## config.mk

```make
export PLATFORM = sky130hd
export DESIGN_NAME = multi_timer
export DESIGN_NICKNAME = d
export VERILOG_FILES = /design/src/rtl/multi_timer.sv
export SDC_FILE = /design/constraint.sdc
export NUM_CORES = 1
export LEC_CHECK = 0
export ABC_CLOCK_PERIOD_IN_PS = 2910
export CORE_MARGIN = 2
export CORE_UTILIZATION = 28
export CTS_BUF_LIST = sky130_fd_sc_hd__clkbuf_16
export CTS_CLUSTER_DIAMETER = 150
export DETAILED_ROUTE_END_ITERATION = 7
export PLACE_DENSITY = 0.5
export SYNTH_ARGS = -nofsm -noshare
export SYNTH_HDL_FRONTEND = slang
export SYNTH_SLANG_ARGS = --single-unit
```

## constraint.sdc

```tcl
create_clock -name clk -period 2.91 [get_ports clk]
set_clock_uncertainty 0.05 [all_clocks]
set_input_delay 0.873 -clock clk [delete_from_list [all_inputs] [get_ports clk]]
set_output_delay 0.873 -clock clk [all_outputs]
set_load 0.05 [all_outputs]
```

## src/rtl/multi_timer.sv

```systemverilog
// multi_timer: a bank of independent up-counting timer channels that share
// one free-running prescaler.
//
// Each channel counts prescaler ticks from 0 up to its target. When a tick
// arrives with count >= target, the channel has reached its target. What it
// does next depends on its mode:
//   HOLD     (00, and 11) : stop in DONE; count is held; hit stays high.
//   ONESHOT  (01)         : stop in DONE; count is held; hit is high for one cycle.
//   PERIODIC (10)         : stay in RUN; count returns to 0; hit is high for one cycle.
// hit_pulse is high for exactly one cycle on every target event, in all modes.
// A channel leaves DONE only through reset, clear[i], or en[i] going low.
//
// Ports
//   clk        in   rising-edge clock for all state
//   reset      in   synchronous, active-high
//   prescale   in   [PRE_WIDTH]         one tick every prescale+1 cycles
//   en         in   [CHANNELS]          per-channel run enable (level)
//   clear      in   [CHANNELS]          per-channel synchronous clear
//   mode       in   [2*CHANNELS]        channel i at [2i+1:2i]
//   target     in   [WIDTH*CHANNELS]    channel i at [WIDTH*i +: WIDTH]
//   count      out  [WIDTH*CHANNELS]    registered count, same packing as target
//   hit        out  [CHANNELS]          registered status level
//   hit_pulse  out  [CHANNELS]          registered one-cycle target-event strobe
//   state_dbg  out  [2*CHANNELS]        channel FSM state, channel i at [2i+1:2i]
//                                       (0 IDLE, 1 RUN, 2 DONE)

module multi_timer #(
   parameter int WIDTH     = 8,
   parameter int CHANNELS  = 4,
   parameter int PRE_WIDTH = 4
) (
   input  logic                      clk,
   input  logic                      reset,
   input  logic [PRE_WIDTH-1:0]      prescale,
   input  logic [CHANNELS-1:0]       en,
   input  logic [CHANNELS-1:0]       clear,
   input  logic [2*CHANNELS-1:0]     mode,
   input  logic [WIDTH*CHANNELS-1:0] target,
   output logic [WIDTH*CHANNELS-1:0] count,
   output logic [CHANNELS-1:0]       hit,
   output logic [CHANNELS-1:0]       hit_pulse,
   output logic [2*CHANNELS-1:0]     state_dbg
);

   typedef enum logic [1:0] {
      ST_IDLE = 2'd0,
      ST_RUN  = 2'd1,
      ST_DONE = 2'd2
   } state_t;

   localparam logic [1:0] MODE_HOLD     = 2'b00;
   localparam logic [1:0] MODE_ONESHOT  = 2'b01;
   localparam logic [1:0] MODE_PERIODIC = 2'b10;
   localparam logic [1:0] MODE_HOLD_ALT = 2'b11;

   // ---------------------------------------------------------------
   // Shared prescaler. The >= comparison means that lowering prescale
   // below the current pre_cnt produces a tick on the next edge. The
   // counter therefore never has to wrap around 2^PRE_WIDTH to catch up.
   // ---------------------------------------------------------------
   logic [PRE_WIDTH-1:0] pre_cnt_q, pre_cnt_d;
   logic                 tick;

   always_comb begin
      tick      = (pre_cnt_q >= prescale);
      pre_cnt_d = pre_cnt_q + PRE_WIDTH'(1);
      if (tick) begin
         pre_cnt_d = '0;
      end
   end

   always_ff @(posedge clk) begin
      if (reset) begin
         pre_cnt_q <= '0;
      end else begin
         pre_cnt_q <= pre_cnt_d;
      end
   end

   // ---------------------------------------------------------------
   // Timer channels
   // ---------------------------------------------------------------
   for (genvar i = 0; i < CHANNELS; i++) begin : g_ch
      state_t           state_q, state_d;
      logic [WIDTH-1:0] count_q, count_d;
      logic             hit_q, hit_d;
      logic             pulse_q, pulse_d;
      logic [WIDTH-1:0] tgt;
      logic [1:0]       md;
      logic             md_hold;

      assign tgt     = target[WIDTH*i +: WIDTH];
      assign md      = mode[2*i +: 2];
      assign md_hold = (md == MODE_HOLD) || (md == MODE_HOLD_ALT);

      always_comb begin
         state_d = state_q;
         count_d = count_q;
         // hit and hit_pulse are cleared by default. Only a target event,
         // or a HOLD channel sitting in DONE, drives them high.
         hit_d   = 1'b0;
         pulse_d = 1'b0;

         if (clear[i] || !en[i]) begin
            state_d = ST_IDLE;
            count_d = '0;
         end else begin
            case (state_q)
               ST_IDLE: begin
                  // Start on the enable edge whether or not a tick occurs.
                  state_d = ST_RUN;
                  count_d = '0;
               end
               ST_RUN: begin
                  if (tick) begin
                     if (count_q < tgt) begin
                        count_d = count_q + WIDTH'(1);
                     end else begin
                        // Using >= means a target lowered below count
                        // mid-run still fires, so count never wraps.
                        pulse_d = 1'b1;
                        hit_d   = 1'b1;
                        if (md == MODE_PERIODIC) begin
                           count_d = '0;
                        end else begin
                           state_d = ST_DONE;
                        end
                     end
                  end
               end
               ST_DONE: begin
                  // HOLD keeps hit high while in DONE. ONESHOT lets hit
                  // drop after the event cycle. A mode change here never
                  // leaves DONE.
                  hit_d = hit_q && md_hold;
               end
               default: begin
                  state_d = ST_IDLE;
                  count_d = '0;
               end
            endcase
         end
      end

      always_ff @(posedge clk) begin
         if (reset) begin
            state_q <= ST_IDLE;
            count_q <= '0;
            hit_q   <= 1'b0;
            pulse_q <= 1'b0;
         end else begin
            state_q <= state_d;
            count_q <= count_d;
            hit_q   <= hit_d;
            pulse_q <= pulse_d;
         end
      end

      assign count[WIDTH*i +: WIDTH] = count_q;
      assign hit[i]                  = hit_q;
      assign hit_pulse[i]            = pulse_q;
      assign state_dbg[2*i +: 2]     = state_q;
   end

   // MODE_ONESHOT is named for readability; ONESHOT behaviour is the
   // non-PERIODIC, non-HOLD path above.
   logic unused_mode_name;
   assign unused_mode_name = ^MODE_ONESHOT;

endmodule

```

==> out/qor.csv <==
metric,value,unit
cts_tree,built,
syn_area_per_cell,8.61,µm²
ioPinCount,102,
r2r_start,pre_cnt_q[0]$_SDFF_PP0_,
clock_path_buffers,2,
post_drt_wl_per_cell,13.1,µm
r2r_cells,11,
synth_seq_cells,52,
clkSinkCount,52,
grt_pass1_wl,16300,µm
finalHoldViolCount,0,
critPathSlowestCell,or4_4,
hold_end,pre_cnt_q[0]$_SDFF_PP0_,
synth-edff-count,0,
fin_cells,743,
slew_headroom,65.0,%
ir_drop,0.273,mV
setup_violations,0,
seq_power_share,42.4,%
clkTransAtPathRegs,70,ps
hp-class,reg2reg,
synth_cells,426,
clock_tree.root_cell,clkbuf_16,
cp-start-kind,input pin,
rsz0062_at_grt,true,
tightest_slew,523,ps
crit_fanout,3,
finalCritPeriodShare,98.4,%
p_int,0.00130,W
grt_use_met1,17.2,%
gp_congestion,0.798,
p_sw,0.000413,W
drive_above_1_share,21.0,%
async_flop_share,0,%
required,3040,ps
leakage,2.40,nW
die_h,118,µm
crit_chain,"clkdlybuf4s50_1, inv_1, ha_1, or4_4, a21oi_4, nor3_1, o211ai_1, buf_4, nor2_1, o211a_1",
grt_usage,13.8,%
fin_crit,2860,ps
area_delta_synth_final,52.7,%
dp.cells,732,
drtIter0Drc,76,
critPathMaxStageDelay,540,ps
cts_buffers,5,
grt_pass1_vias,3634,
pwr-share-clk,39.4,%
syn_area,3670,µm²
viasPerCell,4.77,
crit_arrival,3000,ps
grt.busiest_layer,met2,
combPwrFrac,18.2,%
yosys_warnings,0,
min-delay-start,pre_cnt_q[0]$_SDFF_PP0_,
grt_max_degree,17,
nNetsFinal,677,
rrSetupSlack,580,ps
routed_wl,9720,µm
die_w,118,µm
utilization,44.1,%
cap_violations,0,
multi_input_area,2590,µm²
nFillCells,1302,
p_sw_share,24.0,%
overflow,0,
fin_tns_setup,0,ps
crit_type,in2reg,
synth_cell_types,54,
power.density,306,nW/µm²
initial_core_util,28.8,%
port_buffers,101,
worstHoldPathCells,1,
reg2reg_to,g_ch[3].count_q[6]$_SDFFE_PP0P_,
num_antenna_cells,0,
dr.pass1.iters,4,
clk_latency,290,ps
drc_errors,0,
rows,41,
use_met2,24.0,%
grt_use_met3,2.75,%
ys.flop_type,dfxtp_1,
coreArea,12700,µm²
drv_slew,0,
regArea,1040,µm²
status,"complete, no violations",
seq_area_frac_synth,28.4,%
dieArea,14000,µm²
synth.net_count,533,
antenna_found_initial,0,
dp_hpwl,7650,µm
dr_total_vias,3541,
clock.fmax,349,MHz
worstSetupEndpointType,flop,
antenna_left,0,
ctsHtreeMaxLevel,2,
placed cells by master, fill, tap and decap left out, types with 3 or more instances in the layout:
cell type / Yosys / layout
inv_1: 50 / 48
dfxtp_1: 52 / 52
clkdlybuf4s50_1: 0 / 98
nand2_1: 25 / 25
nor2_1: 26 / 23
or4_4: 2 / 3
nand3_1: 20 / 20
buf_4: 8 / 46
mux2i_1: 3 / 3
a21oi_2: 1 / 4
a21oi_1: 19 / 15
nor2_2: 0 / 3
a211oi_2: 4 / 3
a31oi_1: 14 / 12
nor3_1: 5 / 5
o21a_1: 6 / 6
a211o_1: 4 / 4
or3_1: 13 / 11
ha_4: 0 / 5
and2b_1: 3 / 3
ha_2: 0 / 3
dlymetal6s2s_1: 0 / 3
o31ai_4: 1 / 3
a21oi_4: 2 / 3
a21o_1: 3 / 3
o31ai_2: 7 / 9
o31ai_1: 7 / 3
nand2b_1: 12 / 11
clkbuf_16: 0 / 5
and3_1: 11 / 11
ha_1: 53 / 45
o21ai_1: 28 / 26
nor3b_1: 6 / 6
worst max path at each step:
stage | end | start | slack (ps) | cells past startpoint
finish | g_ch[1].state_q[1]$_SDFFE_PP0P_ | target[9] | 50 | 10
global route | g_ch[0].count_q[4]$_SDFFE_PP0P_ | target[2] | -50 | 10
CTS | g_ch[2].count_q[7]$_SDFFE_PP0P_ | target[18] | 3 | 9
detailed placement | g_ch[2].count_q[6]$_SDFFE_PP0P_ | target[18] | -440 | 9
global placement | g_ch[3].count_q[3]$_SDFFE_PP0P_ | prescale[0] | -380 | 11
floorplan | g_ch[1].count_q[7]$_SDFFE_PP0P_ | target[12] | 240 | 8
power groups by stage:
| stage | registers, W | logic (W) | clock network (W) |
|---|---|---|---|
| 6_report | 0.000728 | 0.000313 | 0.000676 |
| 5_1_grt | 0.000730 | 0.000343 | 0.000725 |
| 4_1_cts | 0.000727 | 0.000291 | 0.000698 |
| 3_5_place_dp | 0.000744 | 0.000277 | 0 |
| 3_3_place_gp | 0.000744 | 0.000273 | 0 |
| 2_1_floorplan | 0.000751 | 0.000118 | 0 |
stage by stage:
step,hold slack (ps),worst slack [ps],cell area (µm²),power [W]
finish,451,45.7,5610,0.00172
global route,496,-46.8,5610,0.00180
CTS,454,3.06,5380,0.00172
detailed placement,441,-443,5160,0.00102
global placement,429,-381,5160,0.00102
floorplan,406,238,3670,0.000868
registers in the layout (all words and copies together), names as in the netlist:
register / flops
g_ch.count_q: 32
g_ch.hit_q: 4
g_ch.pulse_q: 4
g_ch.state_q: 8
pre_cnt_q: 4
cells by family after synthesis:
logic type	Yosys count	share of synthesized area, %
and+or+nand+nor	143	22.4
AOI/OAI and AO/OA	110	22.2
buffers and inverters	63	7.71
adders and majority gates	53	18.1
DFF	52	28.4
muxes	3	0.818
xor gates and xnor gates	2	0.477
synth_stat cells (all sizes together), types with 5 or more instances:
master,n,area share [%]
and3,11,1.9
a21oi,22,3.7
nor3b,8,1.9
o21a,6,1.2
buf,11,2.4
a31oi,14,2.4
nand2,25,2.6
inv,50,5.1
nor2,26,2.7
nor3,5,0.68
nand3,20,2.7
or3,13,2.2
ha,53,18
nand2b,12,2.0
o31ai,15,4.4
o21ai,30,4.1
dfxtp,52,28
timing repair:
| action | 4_1_cts | 5_1_grt |
|---|---|---|
| resized for setup | 8 | 39 |
| endpoints found under the hold margin | 0 | 0 |
| hold buffers | 0 | 0 |
| endpoints found under the setup margin | 30 | 31 |
| setup buffers | 1 | 3 |
| pin swaps | 7 | 18 |
cell type report:
cell class	instances	share of cell area [%]
sequential	52	18.6
clock buffer	5	2.23
timing repair buffer	150	25.1
multi-input combinational	311	46.2
tap	172	3.84
clock inverter	3	0.759
inverter	50	3.35
routing by layer:
layer / wire length, µm / vias to the layer above
li1: - / 1818
met1: 4540 / 1649
met2: 4700 / 67
met3: 377 / 7
met4: 100 / 0
met5: 0 / -
critical path: cells and delay by family:
family          cells  cell delay (ps)
buf+inv             3              640
compound gates      3              620
simple gates        3              660
fa+ha+maj           1              180
No activity file was read; power rests on OpenSTA's default activity.
